<file path="config.mk">
export PLATFORM = sky130hd
export DESIGN_NAME = branch_predictor
export DESIGN_NICKNAME = d
export VERILOG_FILES = /design/src/rtl/branch_predictor.sv
export SDC_FILE = /design/constraint.sdc
export NUM_CORES = 2
export LEC_CHECK = 0
export CAP_MARGIN = 5
export CORE_ASPECT_RATIO = 0.7
export CORE_UTILIZATION = 35
export CTS_CLUSTER_SIZE = 8
export DETAILED_ROUTE_END_ITERATION = 12
export GPL_ROUTABILITY_DRIVEN = 0
export PLACE_DENSITY = 0.5
export SYNTH_ARGS = -nofsm -noshare
export SYNTH_HDL_FRONTEND = slang
export SYNTH_SLANG_ARGS = --single-unit
</file>
<file path="constraint.sdc">
create_clock -name clk -period 5.4 [get_ports clk]
set_input_delay 0.81 -clock clk [delete_from_list [all_inputs] [get_ports clk]]
set_output_delay 0.81 -clock clk [all_outputs]
set_load 0.02 [all_outputs]
</file>
<file path="src/rtl/branch_predictor.sv">
// branch_predictor: direct-mapped BTB with per-entry saturating counters.
// Zero-latency lookup for Fetch and training from resolved outcomes in Execute.
// Optional statistics counters are built only when BP_STATS_EN is defined;
// otherwise the stat_* ports are tied to zero.
module branch_predictor #(
    parameter int ADDR_WIDTH    = 32,
    parameter int ENTRIES       = 64,
    parameter int TAG_WIDTH     = 10,
    parameter int COUNTER_WIDTH = 2
) (
    input  logic                  clk,
    input  logic                  rst,
    input  logic                  lookup_valid,
    input  logic [ADDR_WIDTH-1:0] lookup_pc,
    output logic                  pred_taken,
    output logic [ADDR_WIDTH-1:0] pred_next_pc,
    input  logic                  clear,
    input  logic                  upd_valid,
    input  logic [ADDR_WIDTH-1:0] upd_pc,
    input  logic                  upd_taken,
    input  logic                  upd_is_jump,
    input  logic [ADDR_WIDTH-1:0] upd_target,
    input  logic                  upd_mispredict,
    output logic [31:0]           stat_lookups,
    output logic [31:0]           stat_hits,
    output logic [31:0]           stat_mispredicts
);

    localparam int IDX_W = $clog2(ENTRIES);
    localparam int CW    = COUNTER_WIDTH;

    // Counter landmarks: saturated taken, weakly taken (fresh branch), weakly not-taken (reset/clear).
    localparam logic [CW-1:0] CTR_MAX  = '1;
    localparam logic [CW-1:0] CTR_WT   = CW'(1) << (CW - 1);
    localparam logic [CW-1:0] CTR_WNT  = CTR_WT - CW'(1);

    // Table storage: valid and counters are reset; payload fields are qualified by valid.
    logic [ENTRIES-1:0]          validQ;
    logic [ENTRIES-1:0][CW-1:0]  ctrQ;
    logic [TAG_WIDTH-1:0]        tagQ    [ENTRIES];
    logic [ADDR_WIDTH-1:0]       targetQ [ENTRIES];
    logic                        jumpQ   [ENTRIES];

    logic [IDX_W-1:0]     lookupIdx;
    logic [TAG_WIDTH-1:0] lookupTag;
    logic                 lookupHit;

    logic [IDX_W-1:0]     updIdx;
    logic [TAG_WIDTH-1:0] updTag;
    logic                 updHit;
    logic                 updWriteInfo;
    logic                 updWriteCtr;
    logic [CW-1:0]        ctrNext;

    assign lookupIdx = lookup_pc[IDX_W+1:2];
    assign lookupTag = lookup_pc[IDX_W+2 +: TAG_WIDTH];
    assign updIdx    = upd_pc[IDX_W+1:2];
    assign updTag    = upd_pc[IDX_W+2 +: TAG_WIDTH];

    // Lookup: combinational read of the pre-update entry, gated while reset is asserted.
    always_comb begin
        lookupHit    = rst && validQ[lookupIdx] && (tagQ[lookupIdx] == lookupTag);
        pred_taken   = lookupHit && (jumpQ[lookupIdx] || ctrQ[lookupIdx][CW-1]);
        pred_next_pc = pred_taken ? targetQ[lookupIdx] : lookup_pc + ADDR_WIDTH'(4);
    end

    // Update decode: hit trains the counter, any taken outcome (re)writes the entry payload.
    always_comb begin
        updHit       = validQ[updIdx] && (tagQ[updIdx] == updTag);
        updWriteInfo = upd_valid && upd_taken;
        updWriteCtr  = upd_valid && (updHit || upd_taken);
        ctrNext      = ctrQ[updIdx];
        if (updHit) begin
            if (upd_taken && (ctrQ[updIdx] != CTR_MAX)) begin
                ctrNext = ctrQ[updIdx] + CW'(1);
            end else if (!upd_taken && (ctrQ[updIdx] != '0)) begin
                ctrNext = ctrQ[updIdx] - CW'(1);
            end
        end else if (upd_taken) begin
            ctrNext = upd_is_jump ? CTR_MAX : CTR_WT;
        end
    end

    // Valid bits and counters: async reset, synchronous clear beats any same-cycle update.
    always_ff @(posedge clk or negedge rst) begin
        if (!rst) begin
            validQ <= '0;
            ctrQ   <= {ENTRIES{CTR_WNT}};
        end else if (clear) begin
            validQ <= '0;
            ctrQ   <= {ENTRIES{CTR_WNT}};
        end else begin
            if (updWriteInfo) begin
                validQ[updIdx] <= 1'b1;
            end
            if (updWriteCtr) begin
                ctrQ[updIdx] <= ctrNext;
            end
        end
    end

    // Payload (tag, target, jump): no reset; writes suppressed under reset and clear so they
    // track exactly the updates the valid/counter block accepts.
    always_ff @(posedge clk) begin
        if (rst && !clear && updWriteInfo) begin
            tagQ[updIdx]    <= updTag;
            targetQ[updIdx] <= upd_target;
            jumpQ[updIdx]   <= upd_is_jump;
        end
    end

`ifdef BP_STATS_EN
    logic [31:0] statLookupsQ;
    logic [31:0] statHitsQ;
    logic [31:0] statMispredictsQ;

    // Saturating event counters; cleared by reset only, unaffected by table clear.
    always_ff @(posedge clk or negedge rst) begin
        if (!rst) begin
            statLookupsQ     <= '0;
            statHitsQ        <= '0;
            statMispredictsQ <= '0;
        end else begin
            if (lookup_valid && (statLookupsQ != '1)) begin
                statLookupsQ <= statLookupsQ + 32'd1;
            end
            if (lookup_valid && lookupHit && (statHitsQ != '1)) begin
                statHitsQ <= statHitsQ + 32'd1;
            end
            if (upd_valid && upd_mispredict && (statMispredictsQ != '1)) begin
                statMispredictsQ <= statMispredictsQ + 32'd1;
            end
        end
    end

    assign stat_lookups     = statLookupsQ;
    assign stat_hits        = statHitsQ;
    assign stat_mispredicts = statMispredictsQ;

    logic unusedPcBits;
    assign unusedPcBits = ^{lookup_pc, upd_pc};
`else
    assign stat_lookups     = '0;
    assign stat_hits        = '0;
    assign stat_mispredicts = '0;

    logic unusedStatInputs;
    assign unusedStatInputs = ^{lookup_valid, upd_mispredict, lookup_pc, upd_pc};
`endif

endmodule
</file>
Word-level counts from Yosys, hierarchy flattened --
Memories as Yosys holds them, arrays and structs flattened. Index checks and enable logic that the tools add are counted.
Word-level totals: register bits after elaboration 192, RAM bits 2752, output and inout bits 129, word-level logic and storage cells 121, memories kept 3
Operators by class: add/sub/neg operators 3, order comparisons 3, eq/ne operators 3, mux-type cells 25, bitwise gates (word level) 1, reductions and logical operators 18
Memories:
- targetQ | words 64, bits a word 32, read ports 1, clocked after Yosys merged registers in 0, wr ports 1, line 41 | logic [ADDR_WIDTH-1:0] targetQ [ENTRIES];
- tagQ | words 64, bits a word 10, read ports 2, clocked after Yosys merged registers in 0, wr ports 1, line 40 | logic [TAG_WIDTH-1:0] tagQ [ENTRIES];
- jumpQ | words 64, bits a word 1, read ports 1, clocked after Yosys merged registers in 0, wr ports 1, line 42 | logic jumpQ [ENTRIES];
Operators with widths (number):
- $mux W128 | 2
- $bwmux W128 | 1
- $mux W64 | 2
- $or A64 B64 Y64 | 1
- $add A32 B3 Y32 const B | 1
- $mux W32 | 1
- $bmux W2 S6 | 2
- $eq A10 B10 Y1 | 2
- $lt A6 B7 Y1 const B | 2
- $mux W2 | 7
- $bmux W1 S6 | 2
- $demux W2 S6 | 1
- $logic_and A1 B1 Y1 | 11
- $demux W1 S6 | 1
- $ge A6 B1 Y1 const B | 1
- $mux W1 | 6
- $reduce_bool A2 Y1 | 3
- $add A2 B1 Y2 const B | 1
- $logic_not A1 Y1 | 2
- $logic_or A1 B1 Y1 | 2
- $ne A2 B2 Y1 const B | 1
- $sub A2 B1 Y2 const B | 1

Depth between registers and ports, before layout --
word-level depth 10, gate-level depth with buffers 20, mapped depth without buffers 13

Worst setup path after synthesis --
Ideal clock, no wire load.
path type input-to-reg, start input upd_pc[2], end memory jumpQ[10], enable pin, arrival time 4696 ps, data required time 4956 ps, slack 261 ps, cell stages on the path 11, path buffers 8, path through buf_2 buf_4 buf_4 buf_2 buf_4 buf_2 nor3b_1 buf_2 buf_1 nand2_1 nor2_1
RTL lines:
- from (decl) | line 19 | input logic [ADDR_WIDTH-1:0] upd_pc,
- to (decl) | line 42
No word-level cell before the write port.

Worst setup path after layout --
start input lookup_pc[2], end output pred_next_pc[12]
Between the ends: longest elaborated chain between the ends 6, elaborated cells between the ends (all ways) 14
Ends and longest elaborated chain:
- from (decl) | line 14 | input logic [ADDR_WIDTH-1:0] lookup_pc,
- parallel branches: the longest is 5 deep, another holds $mem_v2 Z64 W10
- $mux W32 * | line 64 | pred_next_pc = pred_taken ? targetQ[lookupIdx] : lookup_pc + ADDR_WIDTH'(4);
- to (decl) | line 16 | output logic [ADDR_WIDTH-1:0] pred_next_pc,
Every way passes the cells marked *. The select of a mux whose other input is x is not followed.

==> run summary <==
- **DRC** 0
- **CTS buffer count** 410
- **Power Density** 355 mW/mm²
- **critical setup path kind** input port to output pin
- **synthesized cell area** 0.123 mm²
- **Critical Path Start Type** input port
- **sink count of the clock tree** 2944
- **net switching fraction of the power** 22.2%
- **FF-to-FF path depth** 13
- **die outline height** 498 µm
- **initial antenna violation count** 42
- **Final min period** 5.51 ns
- **total number of vias** 69100
- **main flop type after synthesis** sky130_fd_sc_hd__edfxtp_1
- **Fin. Hold Viols** 0
- **count of final setup violators** 17
- **Worst EP required** 4.59 ns
- **total power consumption of the routed design** 51.3 mW
- **H-tree depth** 5
- **first-pass iteration count of the detailed router** 8
- **maximum number of pins on one net before global-route repair** 131
- **Worst Path Max Fanout** 7
- **worst supply voltage drop on vdd** 0.000264 V
- **Iteration-0 DRC Markers** 10300
- **reg-to-reg critical path startpoint** tagQ[53][2]
- **count of buffers inserted at the top-level ports** 118
- **slew at the pin with the worst max-slew slack** 1.22 ns
- **synthesis-to-finish area growth** 17.4%
- **hold path endpoint** tagQ[18][1]
- **Clk Latency, worst-skew pair** 0.96 ns
- **wire length per cell after detailed routing** 37.3 µm
- **most frequent standard cell in the layout excluding fill and tap cells** sky130_fd_sc_hd__edfxtp_1
- **floorplan die width** 710 µm
- **top library cells by usage in the layout, fill and taps aside** sky130_fd_sc_hd__edfxtp_1, sky130_fd_sc_hd__mux4_2, sky130_fd_sc_hd__clkbuf_16
- **initial core utilization** 35.3%
- **post-synthesis sequential area ratio** 71.2%
- **Max Transition Viols Final** 0
- **CTS max path bufs** 4
- **Core Region** 0.349 mm²
- **final std cells w/o fill** 11500
- **overflow left after global routing** 0
- **unrepaired setup endpoints after global routing** yes
- **violated checks** negative setup slack
- **Max Cap Violations** 0
- **cell internal pwr** 39.9 mW
- **total number of yosys warnings** 0
- **Final nets** 6836
- **Crit Reg-Reg Endpoint** ctrQ[81]
- **number of top-level design ports** 233
- **Hold Crit Start** upd_pc[9]
- **clock network fraction of design power** 44.8%
- **setup slack of the critical path after layout** -0.111 ns
- **Slew headroom** 18.8%
- **post-route ant nets** 0
- **number of global-route vias before repair** 68300
- **total net switching power** 11.4 mW
- **DPL Wire Length** 248000 µm
- **CTS tree** yes
- **wire length of the first global-routing pass** 582000 µm
- **static power due to leakage** 46.0 nW
- **run status** finished, violations left
- **ratio of final minimum period to clock period** 102%
- **count of distinct cell types in the synthesized netlist** 74
- **layout cells sized above 1** 32.5%
- **share of async-settable or async-resettable flops after synthesis** 6.52%
- **DP Worst Slack** -1.01 ns
- **type of the worst min-delay path** input port to register
- **Worst Skew** 0.0762 ns
- **number of enable-type register cells in the synthesized netlist** 2752
- **number of placement rows** 181
- **Worst Path Arrival** 4.70 ns
- **Max Clock Freq** 0.181 GHz
- **number of filler instances in the final layout** 30400
- **final design area excluding fillers** 0.144 mm²
- **number of placed instances with taps included** 11000
- **clock root cell** sky130_fd_sc_hd__clkbuf_16
- **post-detailed-routing wire length** 428000 µm
- **part of the power in registers** 48.8%
- **Overall Global Routing Usage** 23.8%
- **category of the worst setup path capture point** output pin
- **Die Footprint** 0.354 mm²
- **worst hold path cell count** 1
- **vias per std cell** 6.02
- **clk slew on worst S/H paths** 0.06 ns
- **average cell area after synthesis** 20.0 µm²
- **Area after DPL** 0.133 mm²
- **proportion of power drawn by combinational gates** 6.4%
- **register bit count reported by yosys** 2944
- **R2R Setup Slk** 1.25 ns
- **post-synthesis cell count** 6146
-- per-layer routing --
metal  up-vias  global-route usage, %  wire, µm  share of wire, %
met5         -                      0        51             0.012
met4         8                   7.23     14100               3.3
met3       720                   6.11     45100                11
met2      4103                   34.2    185000                43
met1     37500                   35.5    184000                43
li1      26700                      -         -                 -
-- critical path: stages --
cell                      delay (ns)
sky130_fd_sc_hd__buf_16         0.18
sky130_fd_sc_hd__buf_16         0.18
sky130_fd_sc_hd__buf_4          0.14
sky130_fd_sc_hd__mux4_2         0.48
sky130_fd_sc_hd__mux4_2         0.52
sky130_fd_sc_hd__mux4_2         0.60
sky130_fd_sc_hd__xnor2_2        0.20
sky130_fd_sc_hd__buf_4          0.17
sky130_fd_sc_hd__nand4_1        0.15
sky130_fd_sc_hd__nor4_4         0.22
sky130_fd_sc_hd__buf_12         0.19
sky130_fd_sc_hd__buf_12         0.12
sky130_fd_sc_hd__buf_16         0.16
sky130_fd_sc_hd__mux2_4         0.39
sky130_fd_sc_hd__buf_12         0.15
-- synthesized netlist by cell type, drive strengths merged, types with 5 or more instances --
cell type / n / area [µm²]
a211oi: 24 / 180
a21oi: 61 / 313
a221o: 34 / 340
a221oi: 59 / 517
a22o: 13 / 114
a22oi: 42 / 315
a31oi: 19 / 119
a32oi: 33 / 289
and2: 12 / 75.1
and3: 12 / 75.1
buf: 309 / 1890
clkbuf: 222 / 835
dfrtp: 128 / 3200
dfstp: 64 / 1680
edfxtp: 2752 / 82600
inv: 116 / 435
mux2: 89 / 1110
mux2i: 210 / 2100
mux4: 926 / 20900
nand2: 72 / 270
nand2b: 7 / 43.8
nand3: 138 / 691
nand3b: 5 / 37.5
nand4: 7 / 43.8
nor2: 246 / 923
nor2b: 77 / 482
nor3: 34 / 170
nor3b: 7 / 52.6
nor4: 11 / 105
o211ai: 14 / 105
o21ai: 89 / 445
o221ai: 11 / 96.3
o22a: 25 / 219
o22ai: 116 / 726
o31ai: 7 / 52.6
o32ai: 46 / 403
o41ai: 10 / 133
xnor2: 31 / 272
xor2: 16 / 140
-- kinds of logic (layout without fill, tap and decap cells) --
kind of cell | Yosys count | in the layout | synth area share (%)
other cells | 1 | 103 | 0.00305
mux | 1225 | 1225 | 19.6
xor+xnor | 47 | 47 | 0.335
flops | 2944 | 2944 | 71.2
compound gates | 629 | 629 | 3.74
simple gates | 650 | 650 | 2.56
fa+ha+maj | 3 | 3 | 0.0305
buf+inv | 647 | 1208 | 2.57
-- state kept, by name (all words and copies together), names as in the netlist --
signal,flops
validQ,64
ctrQ,128
tagQ,640
jumpQ,64
targetQ,2048
-- power groups by stage --
stage | Combinational [mW] | Clock, mW | Sequential, mW
after detailed placement | 3.20 | 0 | 25.5
after global routing | 3.42 | 24.3 | 25.0
after floorplan | 1.76 | 0 | 25.5
after CTS | 3.23 | 23.4 | 25.0
after global placement | 3.17 | 0 | 25.5
final | 3.27 | 23.0 | 25.0
-- worst max path at each step --
stage / from / endpoint / slack, ns / cells past startpoint
after floorplan: upd_pc[2] / jumpQ[10] / 0.26 / 11
after global placement: lookup_pc[2] / pred_next_pc[14] / -0.97 / 13
after detailed placement: lookup_pc[2] / pred_next_pc[12] / -1.01 / 13
after CTS: tagQ[35][9] / pred_next_pc[12] / -0.25 / 12
after global routing: tagQ[35][1] / pred_next_pc[12] / -0.14 / 13
final: lookup_pc[2] / pred_next_pc[12] / -0.11 / 15
-- through the flow --
stage	hold slack [ns]	util [%]	setup TNS [ns]
detailed placement	0.502	38.1	-28.89
floorplan	0.487	-	0
global placement	0.501	38.1	-27.97
finish	0.236	41.4	-0.796
CTS	0.191	41.4	-4.96
global route	0.208	41.4	-1.53
-- repair_timing --
item / CTS / global route
gates cloned: 6 / 3
setup endpoints to repair: 32 / 32
setup buffers: 13 / 7
gates resized for setup: 128 / 39
pin swaps: 2 / 5
hold buffers: 1 / 0
endpoints found under the hold margin: 14 / 0
-- final cells by class --
class                      instances  area, µm²  area share [%]
inverter                         116        435           0.302
antenna                            7       17.5          0.0121
clock inverter                    17        273           0.189
tap                             4666       5840            4.04
timing repair buffer             607       6350            4.40
multi-input combinational       2650      33400            23.1
clock buffer                     468      10600            7.34
sequential                      2944      87500            60.6
Note: power is estimated with default switching activity, not from simulation.
